===== src/rtl/core_control_mp_pkg.sv =====
// Shared state encoding, condition codes and error codes for the multi-pass core controller.
package core_control_mp_pkg;

    typedef enum logic [2:0] {
        ST_IDLE,
        ST_STORE,
        ST_TRANS,
        ST_PROC,
        ST_DONE,
        ST_ERROR
    } ctrl_state_t;

    // One-hot data-path routing seen by the memory controller.
    localparam logic [2:0] COND_NONE = 3'b000;
    localparam logic [2:0] COND_IN   = 3'b100;
    localparam logic [2:0] COND_MEM  = 3'b010;
    localparam logic [2:0] COND_REG  = 3'b001;

    localparam logic [1:0] ERR_NONE = 2'b00;
    localparam logic [1:0] ERR_TMO  = 2'b01;
    localparam logic [1:0] ERR_OVR  = 2'b10;

    // States in which the controller waits on an external unit and the watchdog runs.
    function automatic logic wd_active(input ctrl_state_t s);
        return (s == ST_STORE) || (s == ST_TRANS) || (s == ST_PROC);
    endfunction

endpackage


===== src/rtl/ctrl_watchdog.sv =====
// Per-state watchdog: counts cycles spent in a waiting state and flags expiry.
module ctrl_watchdog #(
    parameter int TMO_W       = 8,
    parameter int TIMEOUT_CYC = 200
) (
    input  logic ctrl_clk,
    input  logic ctrl_reset,
    input  logic clr,
    input  logic en,
    output logic expired
);

    localparam logic [TMO_W-1:0] CNT_MAX = '1;
    // cnt holds the number of completed cycles, so the TIMEOUT_CYC-th cycle sees TIMEOUT_CYC-1.
    localparam logic [TMO_W-1:0] LIMIT   = TMO_W'((TIMEOUT_CYC > 0) ? TIMEOUT_CYC - 1 : 0);

    logic [TMO_W-1:0] cnt;

    // Saturating cycle counter, zeroed on any state change or while idle.
    always_ff @(posedge ctrl_clk or posedge ctrl_reset) begin
        if (ctrl_reset) begin
            cnt <= '0;
        end else if (clr || !en) begin
            cnt <= '0;
        end else if (cnt != CNT_MAX) begin
            cnt <= cnt + TMO_W'(1);
        end
    end

    assign expired = (TIMEOUT_CYC != 0) && en && (cnt >= LIMIT);

endmodule


===== src/rtl/core_control_mp.sv =====
// Multi-pass core controller: sequences MC transfers and processing passes for one instruction.
module core_control_mp
    import core_control_mp_pkg::*;
#(
    parameter int INST_W      = 3,
    parameter int LEN_W       = 6,
    parameter int PASS_W      = 4,
    parameter int MAX_PASSES  = 8,
    parameter int TMO_W       = 8,
    parameter int TIMEOUT_CYC = 200
) (
    input  logic              ctrl_clk,
    input  logic              ctrl_reset,
    input  logic [INST_W-1:0] ctrl_instruction,
    input  logic              ctrl_valid_inst,
    input  logic              ctrl_valid_data,
    input  logic [LEN_W-1:0]  ctrl_data_in_size,
    output logic              ctrl_ready,
    output logic [2:0]        ctrl_data_contition,
    output logic [LEN_W-1:0]  mc_data_length,
    input  logic              mc_done,
    input  logic              mc_data_done,
    output logic [INST_W-1:0] procc_instruction,
    output logic              procc_start,
    input  logic              procc_done,
    output logic              ctrl_done,
    output logic [PASS_W-1:0] ctrl_pass_cnt,
    output logic              ctrl_error,
    output logic [1:0]        ctrl_err_code,
    input  logic              ctrl_err_clr
);

    localparam logic [PASS_W-1:0] PASS_LIMIT = PASS_W'(MAX_PASSES);
    localparam logic [PASS_W-1:0] PASS_SAT   = '1;

    ctrl_state_t       state;
    logic [INST_W-1:0] inst_q;
    logic              wd_clr;
    logic              wd_en;
    logic              wd_expired;

    // Watchdog restarts on every completion event that moves the FSM out of a waiting state.
    always_comb begin
        wd_en  = wd_active(state);
        wd_clr = 1'b0;
        unique case (state)
            ST_STORE: wd_clr = mc_done;
            ST_TRANS: wd_clr = mc_done;
            ST_PROC:  wd_clr = mc_data_done || procc_done;
            default:  wd_clr = 1'b0;
        endcase
    end

    ctrl_watchdog #(
        .TMO_W       (TMO_W),
        .TIMEOUT_CYC (TIMEOUT_CYC)
    ) u_watchdog (
        .ctrl_clk   (ctrl_clk),
        .ctrl_reset (ctrl_reset),
        .clr        (wd_clr),
        .en         (wd_en),
        .expired    (wd_expired)
    );

    // Controller FSM with all outputs registered; completion events take priority over timeout.
    always_ff @(posedge ctrl_clk or posedge ctrl_reset) begin
        if (ctrl_reset) begin
            state               <= ST_IDLE;
            ctrl_ready          <= 1'b1;
            ctrl_data_contition <= COND_NONE;
            mc_data_length      <= '0;
            inst_q              <= '0;
            procc_instruction   <= '0;
            procc_start         <= 1'b0;
            ctrl_done           <= 1'b0;
            ctrl_pass_cnt       <= '0;
            ctrl_error          <= 1'b0;
            ctrl_err_code       <= ERR_NONE;
        end else begin
            procc_start <= 1'b0;
            ctrl_done   <= 1'b0;
            unique case (state)
                ST_IDLE: begin
                    if (ctrl_valid_inst && ctrl_valid_data && ctrl_ready) begin
                        mc_data_length <= ctrl_data_in_size;
                        inst_q         <= ctrl_instruction;
                        ctrl_ready     <= 1'b0;
                        ctrl_pass_cnt  <= '0;
                        if (ctrl_data_in_size != '0) begin
                            state               <= ST_STORE;
                            ctrl_data_contition <= COND_IN;
                        end else begin
                            state               <= ST_DONE;
                            ctrl_data_contition <= COND_NONE;
                            ctrl_done           <= 1'b1;
                        end
                    end
                end
                ST_STORE: begin
                    if (mc_done) begin
                        state               <= ST_TRANS;
                        ctrl_data_contition <= COND_MEM;
                    end else if (wd_expired) begin
                        state               <= ST_ERROR;
                        ctrl_data_contition <= COND_NONE;
                        ctrl_error          <= 1'b1;
                        ctrl_err_code       <= ERR_TMO;
                    end
                end
                ST_TRANS: begin
                    if (mc_done) begin
                        state               <= ST_PROC;
                        ctrl_data_contition <= COND_REG;
                        procc_instruction   <= inst_q;
                        procc_start         <= 1'b1;
                        if (ctrl_pass_cnt != PASS_SAT) begin
                            ctrl_pass_cnt <= ctrl_pass_cnt + PASS_W'(1);
                        end
                    end else if (wd_expired) begin
                        state               <= ST_ERROR;
                        ctrl_data_contition <= COND_NONE;
                        ctrl_error          <= 1'b1;
                        ctrl_err_code       <= ERR_TMO;
                    end
                end
                ST_PROC: begin
                    if (mc_data_done) begin
                        state               <= ST_DONE;
                        ctrl_data_contition <= COND_NONE;
                        ctrl_done           <= 1'b1;
                    end else if (procc_done) begin
                        if (ctrl_pass_cnt == PASS_LIMIT) begin
                            state               <= ST_ERROR;
                            ctrl_data_contition <= COND_NONE;
                            ctrl_error          <= 1'b1;
                            ctrl_err_code       <= ERR_OVR;
                        end else begin
                            state               <= ST_TRANS;
                            ctrl_data_contition <= COND_MEM;
                        end
                    end else if (wd_expired) begin
                        state               <= ST_ERROR;
                        ctrl_data_contition <= COND_NONE;
                        ctrl_error          <= 1'b1;
                        ctrl_err_code       <= ERR_TMO;
                    end
                end
                ST_DONE: begin
                    state      <= ST_IDLE;
                    ctrl_ready <= 1'b1;
                end
                ST_ERROR: begin
                    if (ctrl_err_clr) begin
                        state         <= ST_IDLE;
                        ctrl_ready    <= 1'b1;
                        ctrl_error    <= 1'b0;
                        ctrl_err_code <= ERR_NONE;
                        ctrl_pass_cnt <= '0;
                    end
                end
                default: begin
                    state <= ST_IDLE;
                end
            endcase
        end
    end

endmodule

===== config.mk =====
export PLATFORM = sky130hd
export DESIGN_NAME = core_control_mp
export DESIGN_NICKNAME = d
export VERILOG_FILES = /design/src/rtl/core_control_mp_pkg.sv /design/src/rtl/ctrl_watchdog.sv /design/src/rtl/core_control_mp.sv
export SDC_FILE = /design/constraint.sdc
export NUM_CORES = 1
export LEC_CHECK = 0
export BUFFER_PORTS_ARGS = -buffer_cell sky130_fd_sc_hd__buf_2
export CORE_UTILIZATION = 45
export CTS_BUF_LIST = sky130_fd_sc_hd__clkbuf_4
export DETAILED_ROUTE_END_ITERATION = 8
export GPL_TIMING_DRIVEN = 0
export PLACE_DENSITY = 0.79
export SYNTH_ARGS = -nofsm -noshare
export SYNTH_HDL_FRONTEND = slang
export SYNTH_SLANG_ARGS = --single-unit

===== constraint.sdc =====
create_clock -name ctrl_clk -period 1.7 [get_ports ctrl_clk]
set_input_delay 0.17 -clock ctrl_clk [delete_from_list [all_inputs] [get_ports ctrl_clk]]
set_output_delay 0.17 -clock ctrl_clk [all_outputs]
set_load 0.05 [all_outputs]

==> impl_results.md, run 1 <==
* Share of layout cells above drive strength 1 at 0.3269
* Number of vias per cell at 5.952
* NumNets Final at 279
* Gate Count Post-Synth at 206
* Clock Path Buffers at 2
* Vias in the first global route at 1706
* Num CTS Buffers at 5
* Dpl cell area at 2338 um2
* GRT Util Overall at 0.2063
* CP endpoint: ctrl_error$_DFFE_PP0P_
* Synth warn at 0
* Main synth FF type: dfrtp_1
* Maximum VDD drop at 1.291 mV
* Buffers on Ports at 37
* Register area share after synthesis at 0.4380
* Period Utilization, post-route at 0.9726
* Dpl hpwl at 3356 um
* Placed Instances at 296
* R2r startpoint: u_watchdog.cnt[1]$_DFFE_PP0P_
* Most frequent cells in the layout: 37 x buf_2, 34 x dfrtp_1, 18 x nor2_1
* Capturing point of the worst reg2reg path: ctrl_error$_DFFE_PP0P_
* Routed WL at 4747 um
* DR DRC count at 0
* Mapped Area at 2059 um2
* Initial antenna violation count at 0
* First-pass GRT wire length at 8010 um
* Hold Fails Final Rpt at 0
* CTS root buf: clkbuf_4
* ANT cells at 0
* Synth async-reset ratio at 1.000
* Via count at 1857
* Seq. cell area at 903.4 um2
* Area Growth Syn to Fin at 21.99%
* Endpoint class of the critical path: flop
* CP Max Fanout at 4
* I/O pin cnt at 39
* Core ar. at 4384 um2
* Largest net degree at the start of global routing at 25
* Leak Pwr at 1.155 nW
* Die area at 4851 um2
* Power Density at 1632 nW/um2
* Final Util at 0.5731
* Yosys cell types at 55
* H-tree Lvls at 2
* Post-Syn Nets at 226
* Worst skew pair latency at 0.34 ns
* Worst setup path startpoint: u_watchdog.cnt[1]$_DFFE_PP0P_
* Initial Util at 0.4697
* Flip-flop and latch count after synthesis at 36
* Startpoint type of the worst setup path: flop
* # rows at 24
* Worst EP required at 1.95 ns
* Multi-input gate area at 1054 um2
* Initial DRT Pass Iterations at 4
* Pwr Total at 0.004101 W
* Post-synth EDFFs at 0
* Hold Crit Class: input pin to flop
* DRT antenna net count at 0
* Worst Reg2Reg Path Length in Cells at 5
* Setup TNS at 0 ns
* Maximum capacitance violations at 0
* Fin. max-slew vios at 0
* Relative slew slack at 0.6112
* Initial DRC Count at 137
* Drt wl/cell at 15.21 um
* Final Wtd Congestion at 0.9002
* Clock Pin Slew Worst Setup and Hold Paths at 0.12 ns
* Status: finished clean
* # setup viols final at 0
* R2R Setup Slk at 0.05 ns
* Leading cell type in the layout, fill and taps excluded: buf_2
* Fin area at 2512 um2
* Worst path arrival time at 1.90 ns
* Fin cells at 312
* Grt ovf at 0
* Fmax at 0.6048 GHz
* Die Wd at 69.65 um
* Mean Syn Cell Area at 9.997 um2
* Final worst path period need at 1.653 ns
* Die Height at 69.65 um
* Final Skew at 0.008085 ns
* Pin slew with the least headroom to its limit at 0.5825 ns
* CTS tree: built
* Setup Crit Path Kind: flop to flop
* Clk sinks at 36
* Fillers at 383
[cell families after synthesis]
logic type	count (synthesis)	share of synthesized area
AO/OA/AOI/OAI	53	0.1756
XOR/XNOR	2	0.008507
adder cells (fa/ha/maj)	3	0.01823
buffers and inverters	18	0.06015
flip-flops	36	0.4380
multiplexers	17	0.08992
AND/OR/NAND/NOR	77	0.2096
[worst min path at each step]
stage,start,to,slack (ns),cells after the start
2_1_floorplan,ctrl_instruction[0],inst_q[0]$_DFFE_PP0P_,0.32,1
3_3_place_gp,ctrl_instruction[0],inst_q[0]$_DFFE_PP0P_,0.40,2
3_5_place_dp,ctrl_reset,u_watchdog.cnt[0]$_DFFE_PP0P_,0.26,2
4_1_cts,ctrl_instruction[2],inst_q[2]$_DFFE_PP0P_,0.04,2
5_1_grt,ctrl_instruction[1],inst_q[1]$_DFFE_PP0P_,0.04,2
6_report,ctrl_instruction[2],inst_q[2]$_DFFE_PP0P_,0.05,2
[where the power goes]
| group | leakage, nW | switching, W | internal (W) |
|---|---|---|---|
| clock | 0.0412 | 0.000310 | 0.000306 |
| combinational | 0.646 | 0.00145 | 0.000725 |
| sequential | 0.468 | 0.000196 | 0.00112 |
[cell type report]
class / count / area share
Sequential cell: 36 / 0.3596
Timing Repair Buffer: 47 / 0.1175
Clock inverter: 3 / 0.01693
Inverter: 8 / 0.01195
Clock buffer: 5 / 0.01494
Tap cell: 52 / 0.02590
Buffer: 9 / 0.03386
Multi-Input combinational cell: 152 / 0.4193
[worst max-delay path, stage by stage (launching register included)]
cell and delay, ns:
dfrtp_1 0.43, ha_4 0.19, a2111oi_4 0.40, nor4_4 0.11
a211o_1 0.31, o211a_1 0.12
[routing by layer]
| layer | global-route usage | vias up | routed length (um) |
|---|---|---|---|
| li1 | - | 873 | - |
| met1 | 0.2861 | 900 | 2161 |
| met2 | 0.3301 | 78 | 2231 |
| met3 | 0.03924 | 6 | 295 |
| met4 | 0.06000 | 0 | 59 |
| met5 | 0 | - | 0 |
[stage by stage]
step                setup slack [ns]  hold WS (ns)
floorplan                   0.006658        0.3217
finish                       0.04653       0.04611
CTS                          0.01603       0.04014
detailed placement          -0.06943        0.2606
global placement            -0.06243        0.4024
global route               -0.006161       0.04407
[synth_stat cells, types with 2 or more instances]
master    number  share of area
buf_6          3          0.016
buf_4          2         0.0073
dfrtp_1       35           0.43
mux2i_1        5          0.024
nor2_1        19          0.035
nand3b_1       2         0.0073
a21oi_1       13          0.032
o21ai_0       13          0.032
nor3_1         7          0.017
or2_2          2         0.0061
inv_1          8          0.015
nand4_1        2         0.0061
nand2_1       11          0.020
and3_1         3         0.0091
nor4_1         3         0.0091
clkbuf_1       2         0.0036
mux2_2        12          0.066
o211ai_1       4          0.015
nand3_1       11          0.027
a221oi_1       2         0.0085
nand2b_1       4          0.012
ha_1           3          0.018
nand4b_1       3          0.013
clkbuf_8       2          0.013
a31oi_1        5          0.015
[sequential cells by signal (all words and copies together) (netlist names)]
name / flops
ctrl_pass_cnt: 4
ctrl_data_contition: 3
mc_data_length: 6
ctrl_error: 1
ctrl_err_code: 2
ctrl_ready: 1
procc_start: 1
ctrl_done: 1
state: 3
inst_q: 3
procc_instruction: 3
u_watchdog.cnt: 8
[timing repair]
item / 4_1_cts / 5_1_grt
setup endpoints to repair: 4 / 17
hold buffers: 1 / 0
pin swaps: 4 / 4
buffers inserted: 4 / 4
resized for setup: 3 / 5
hold endpoints to repair: 12 / 0
No activity file was read; power rests on OpenSTA's default activity.
==> run 2: changes to the inputs <==
--- a/config.mk
+++ b/config.mk
@@ -5,12 +5,12 @@
 export SDC_FILE = /design/constraint.sdc
 export NUM_CORES = 1
 export LEC_CHECK = 0
-export BUFFER_PORTS_ARGS = -buffer_cell sky130_fd_sc_hd__buf_2
 export CORE_UTILIZATION = 45
 export CTS_BUF_LIST = sky130_fd_sc_hd__clkbuf_4
 export DETAILED_ROUTE_END_ITERATION = 8
+export DONT_BUFFER_PORTS = 1
 export GPL_TIMING_DRIVEN = 0
-export PLACE_DENSITY = 0.79
+export PLACE_DENSITY = 0.71
 export SYNTH_ARGS = -nofsm -noshare
 export SYNTH_HDL_FRONTEND = slang
 export SYNTH_SLANG_ARGS = --single-unit
==> impl_results.md, run 2 (synthesis gave the netlist of run 1 again) <==
* Status: finished with violations
* Failing checks: setup timing
* Die Height at 69.65 um
* Sequential share of power at 0.492
* Startpoint type of the worst setup path: flop
* Fin. max-slew vios at 0
* Pint at 0.002115 W
* Endpoint class of the critical path: flop
* Grt ovf at 0
* Leading cell type in the layout, fill and taps excluded: dfrtp_1
* Maximum capacitance violations at 0
* Placed Instances at 258
* Hold Crit Class: input pin to flop
* Crit. path cell count at 4
* Die Wd at 69.65 um
* Routed WL at 4857 um
* Initial antenna violation count at 0
* Fin area at 2512 um2
* Final Skew at 0.01236 ns
* Die area at 4851 um2
* H-tree Lvls at 2
* Fin cells at 286
* CP peak stage delay at 0.74 ns
* Power Density at 1627 nW/um2
* Via count at 1692
* Worst Reg2Reg Path Length in Cells at 4
* Worst EP required at 1.95 ns
* Leak Pwr at 1.045 nW
* CTS tree: built
* Clock power share at 0.157
* Biggest regs: u_watchdog.cnt x8, mc_data_length x6, ctrl_pass_cnt x4
* Share of layout cells above drive strength 1 at 0.2607
* Hold path cells at 2
* RSZ-0062 raised after global routing: yes
* Worst path arrival time at 1.97 ns
* ANT cells at 0
* I/O pin cnt at 39
* Max FFs per register at 8
* Worst skew pair latency at 0.35 ns
* First-pass GRT wire length at 7645 um
* Relative slew slack at 0.5138
* Area Growth Syn to Fin at 21.99%
* Dpl hpwl at 3143 um
* Core ar. at 4384 um2
* Final worst path period need at 1.727 ns
* Largest Register: u_watchdog.cnt
* Sw Pwr at 0.001973 W
* Final Wtd Congestion at 0.8836
* Pwr Total at 0.004088 W
* CP Max Fanout at 10
* Fmax at 0.5791 GHz
* Buf/Inv on CP at 1
* Drt wl/cell at 16.98 um
* CP delay by family, top: flip-flops
* Number of vias per cell at 5.916
* DRT antenna net count at 0
* # setup viols final at 11
* Buffers on Ports at 0
* Logic pwr share at 0.351
* Initial DRT Pass Iterations at 4
* Cell Chain, Critical Path: nand4b_1 > nor2_4 > buf_12 > mux2_4
* Setup Crit Path Kind: flop to flop
* Initial DRC Count at 101
* NumNets Final at 253
* DR DRC count at 0
* Vias in the first global route at 1546
* Clock Pin Slew Worst Setup and Hold Paths at 0.13 ns
* Pin slew with the least headroom to its limit at 0.7283 ns
* Largest net degree at the start of global routing at 37
* Hold Fails Final Rpt at 0
* CTS root buf: clkbuf_4
* Most frequent cells in the layout: 32 x dfrtp_1, 18 x nor2_1, 13 x a21oi_1, 13 x o21ai_0
* Setup TNS at -0.1668 ns
* Maximum VDD drop at 1.116 mV
* Final WS setup at -0.02696 ns
* # rows at 24
* Period Utilization, post-route at 1.016
* Clock Path Buffers at 2
* CP max stage cell: dfstp_4
* Net Sw Frac at 0.4827
* Dpl cell area at 2126 um2
* Initial Util at 0.4697
* GRT Util Overall at 0.2008
* Clk sinks at 36
* Num CTS Buffers at 5
## run 2: changes by cell type in the layout (fill, tap and decap cells not counted), sizes merged
cell         previous run  this run
buf                    50        14
dlygate4sd3             1        11
clkinv                  1         0
inv                     8         9
## run 2: final cells by class
type	instances	area, um2
Clock buffer	5	37.54
Buffer	9	85.08
Tap cell	52	65.06
Multi-Input combinational cell	152	1141
Sequential cell	36	909.6
Timing Repair Buffer	21	197.7
Fill cell	382	1872
Inverter	8	30.03
Clock inverter	3	46.29
## run 2: power groups by stage
stage	Combinational (W)	Sequential, W	Clock [W]
2_1_floorplan	0.00100	0.00193	0
3_3_place_gp	0.00119	0.00199	0
3_5_place_dp	0.00120	0.00200	0
4_1_cts	0.00127	0.00200	0.000647
5_1_grt	0.00158	0.00205	0.000688
6_report	0.00144	0.00201	0.000640
## run 2: path summary, 6_finish.rpt
path | to | slack [ns] | startpoint
setup / recovery | mc_data_length[1]$_DFFE_PP0P_ | -0.03 | ctrl_ready$_DFFE_PP1P_
hold / removal | ctrl_data_contition[1]$_DFFE_PP0P_ | 0.06 | mc_done
setup reg to reg | mc_data_length[1]$_DFFE_PP0P_ | -0.03 | ctrl_ready$_DFFE_PP1P_
hold reg to reg | inst_q[2]$_DFFE_PP0P_ | 0.52 | inst_q[2]$_DFFE_PP0P_
max in group asynchronous | ctrl_pass_cnt[1]$_DFFE_PP0P_ | 0.78 | ctrl_reset
min in group asynchronous | u_watchdog.cnt[7]$_DFFE_PP0P_ | 0.40 | ctrl_reset
## run 2: metrics by stage
stage                       util  setup WS (ns)  hold slack, ns
after floorplan                -       0.006658          0.3217
after global placement    0.4849        -0.1409          0.3217
after detailed placement  0.4849        -0.1641          0.3250
after CTS                 0.5451       -0.01233         0.06793
after global routing      0.5731        -0.1043         0.07710
final                     0.5731       -0.02696         0.05703
## run 2: layer usage
metal / GRT usage / routed length, um / vias to the layer above
met3: 0.05959 / 301 / 4
met4: 0.06000 / 38 / 0
li1: - / - / 821
met1: 0.2687 / 2232 / 812
met2: 0.3161 / 2285 / 55
met5: 0 / 0 / -
## run 2: what timing repair did
item | 4_1_cts | 5_1_grt
gates cloned | 0 | 0
gates resized for setup | 7 | 24
hold buffers | 10 | 1
pin swaps | 5 | 9
endpoints found under the hold margin | 10 | 35
setup endpoints to repair | 19 | 23
buffers inserted | 7 | 3
==> run 3: changes to the inputs <==
--- a/config.mk
+++ b/config.mk
@@ -5,6 +5,7 @@
 export SDC_FILE = /design/constraint.sdc
 export NUM_CORES = 1
 export LEC_CHECK = 0
+export ABC_AREA = 1
 export CORE_UTILIZATION = 45
 export CTS_BUF_LIST = sky130_fd_sc_hd__clkbuf_4
 export DETAILED_ROUTE_END_ITERATION = 8
==> impl_results.md, run 3 <==
* Crit. path cell count at 4
* Leading cell type in the layout, fill and taps excluded: nand2_1
* Flip-flop and latch count after synthesis at 36
* DRT antenna net count at 0
* Largest net degree at the start of global routing at 25
* Startpoint type of the worst setup path: flop
* CTS root buf: clkbuf_4
* Buffers on Ports at 0
* Dpl cell area at 2056 um2
* Clk sinks at 36
* Drt wl/cell at 12.39 um
* I/O pin cnt at 39
* H-tree Lvls at 2
* Dpl hpwl at 3044 um
* Biggest regs: u_watchdog.cnt x8, mc_data_length x6, ctrl_pass_cnt x4
* Top cell type's share of synthesized area at 0.4456
* Top-count cell post-synth: nand2_1
* Via count at 1679
* Largest Register: u_watchdog.cnt
* Initial DRT Pass Iterations at 4
* Register area share after synthesis at 0.4589
* Setup Crit Path Kind: flop to flop
* Initial antenna violation count at 0
* Clock Path Buffers at 2
* CP Max Fanout at 7
* Fin area at 2263 um2
* # setup viols final at 0
* Main synth FF type: dfrtp_1
* Pin slew with the least headroom to its limit at 0.6322 ns
* Hold path cells at 2
* Postcts setup bufs at 0
* Mean Syn Cell Area at 7.446 um2
* RSZ-0062 raised after global routing: no
* CP max stage cell: dfrtp_1
* Clock Pin Slew Worst Setup and Hold Paths at 0.11 ns
* Routed WL at 4139 um
* Num CTS Buffers at 5
* # rows at 23
* Die area at 4636 um2
* Final Skew at 0.009604 ns
* ANT cells at 0
* Buf/Inv on CP at 0
* GRT Util Overall at 0.1933
* Die Wd at 68.09 um
* NumNets Final at 303
* Core ar. at 4086 um2
* Initial DRC Count at 111
* Maximum VDD drop at 0.9034 mV
* Area Growth Syn to Fin at 15.15%
* Synth async-reset ratio at 1.000
* Worst path arrival time at 1.84 ns
* Final Wtd Congestion at 0.9030
* Die Height at 68.09 um
* Pwr Total at 0.003960 W
* Fin. max-slew vios at 0
* Grt ovf at 0
* Worst Reg2Reg Path Length in Cells at 4
* Power Density at 1750 nW/um2
* Fmax at 0.6364 GHz
* Final worst path period need at 1.571 ns
* Gate Count Post-Synth at 264
* Synth warn at 0
* Cell Chain, Critical Path: nand3_1 > xor2_1 > or2_2 > o21ai_1
* Post-Syn Nets at 284
* Status: finished clean
* R2R Setup Slk at 0.13 ns
* Seq. cell area at 905.9 um2
* Endpoint class of the critical path: flop
* Worst skew pair latency at 0.34 ns
* CTS tree: built
* Multi-input gate area at 950.9 um2
* Top post-synthesis cells by area: dfrtp_1 45%, nand2_1 19%, nand3_1 5.3%, nor2_1 5.0%, inv_1 4.4%
* Leak Pwr at 1.174 nW
* Vias in the first global route at 1534
* DR DRC count at 0
* Post-synth EDFFs at 0
* Worst EP required at 1.97 ns
* CP delay by family, top: flip-flops
* Mapped Area at 1966 um2
* Max FFs per register at 8
* CP peak stage delay at 0.76 ns
* Number of vias per cell at 5.027
* Leading area contributor after synthesis: dfrtp_1
* Maximum capacitance violations at 0
* Fillers at 401
* Share of layout cells above drive strength 1 at 0.1690
* Relative slew slack at 0.5785
* First-pass GRT wire length at 6727 um
* Hold Crit Class: input pin to flop
* Yosys cell types at 27
* Hold Fails Final Rpt at 0
* Most frequent cells in the layout: 96 x nand2_1, 32 x dfrtp_1, 24 x nor2_1
* Period Utilization, post-route at 0.9243
* Initial Util at 0.4810
* Most frequent cells after synthesis: 98 x nand2_1, 35 x dfrtp_1, 26 x nor2_1
==> run 3: final timing paths <==
kind / startpoint / endpoint
max in group asynchronous: ctrl_reset / ctrl_ready$_DFFE_PP1P_
min in group asynchronous: ctrl_reset / procc_start$_DFF_PP0_
setup reg to reg: ctrl_pass_cnt[2]$_DFFE_PP0P_ / ctrl_pass_cnt[3]$_DFFE_PP0P_
hold / removal: mc_data_done / ctrl_done$_DFF_PP0_
hold reg to reg: inst_q[0]$_DFFE_PP0P_ / procc_instruction[0]$_DFFE_PP0P_
setup / recovery: ctrl_pass_cnt[2]$_DFFE_PP0P_ / ctrl_pass_cnt[3]$_DFFE_PP0P_
==> run 3: metal layers <==
layer  GRT usage  routed length (um)  up-vias
li1            -                   -      869
met1      0.2585                1896      772
met2      0.3162                2039       34
met3     0.03833                 170        4
met4     0.05469                  32        0
met5           0                   0        -
==> run 3: where the power goes <==
group          internal [W]  switching, W
Clock              0.000307      0.000288
Combinational      0.000483      0.000919
Sequential          0.00112      0.000841
==> run 3: layout make-up <==
cell class / count / area share
Clock inverter: 3 / 0.01879
Sequential cell: 36 / 0.4002
Inverter: 29 / 0.04809
Tap cell: 50 / 0.02764
Clock buffer: 5 / 0.01658
Multi-Input combinational cell: 196 / 0.4201
Timing Repair Buffer: 12 / 0.06081
Buffer: 3 / 0.007739
==> run 3: repair_timing <==
item | 4_1_cts | 5_1_grt
endpoints found under the setup margin | 5 | 19
pin swaps | 0 | 2
endpoints found under the hold margin | 22 | 0
hold buffers | 11 | 0
gates resized for setup | 2 | 10
==> run 3: cell families after synthesis <==
group / Yosys count / share of synthesized area
fa+ha+maj: 3 / 0.01910
xor+xnor: 4 / 0.01783
buf+inv: 32 / 0.06429
compound gates: 22 / 0.06047
simple gates: 167 / 0.3794
flops: 36 / 0.4589
==> run 3: per-stage QoR <==
step | util | TNS, ns | hold slack [ns] | worst slack (ns) | std cells
2_1_floorplan | - | 0 | 0.2866 | 0.09726 | 264
4_1_cts | 0.5502 | 0 | 0.003450 | 0.001836 | 334
5_1_grt | 0.5539 | 0 | 0.03070 | 0.01229 | 334
3_3_place_gp | 0.4963 | -0.1330 | 0.2893 | -0.04639 | 314
3_5_place_dp | 0.5031 | -0.2508 | 0.1599 | -0.08283 | 315
6_report | 0.5539 | 0 | 0.02480 | 0.1286 | 334
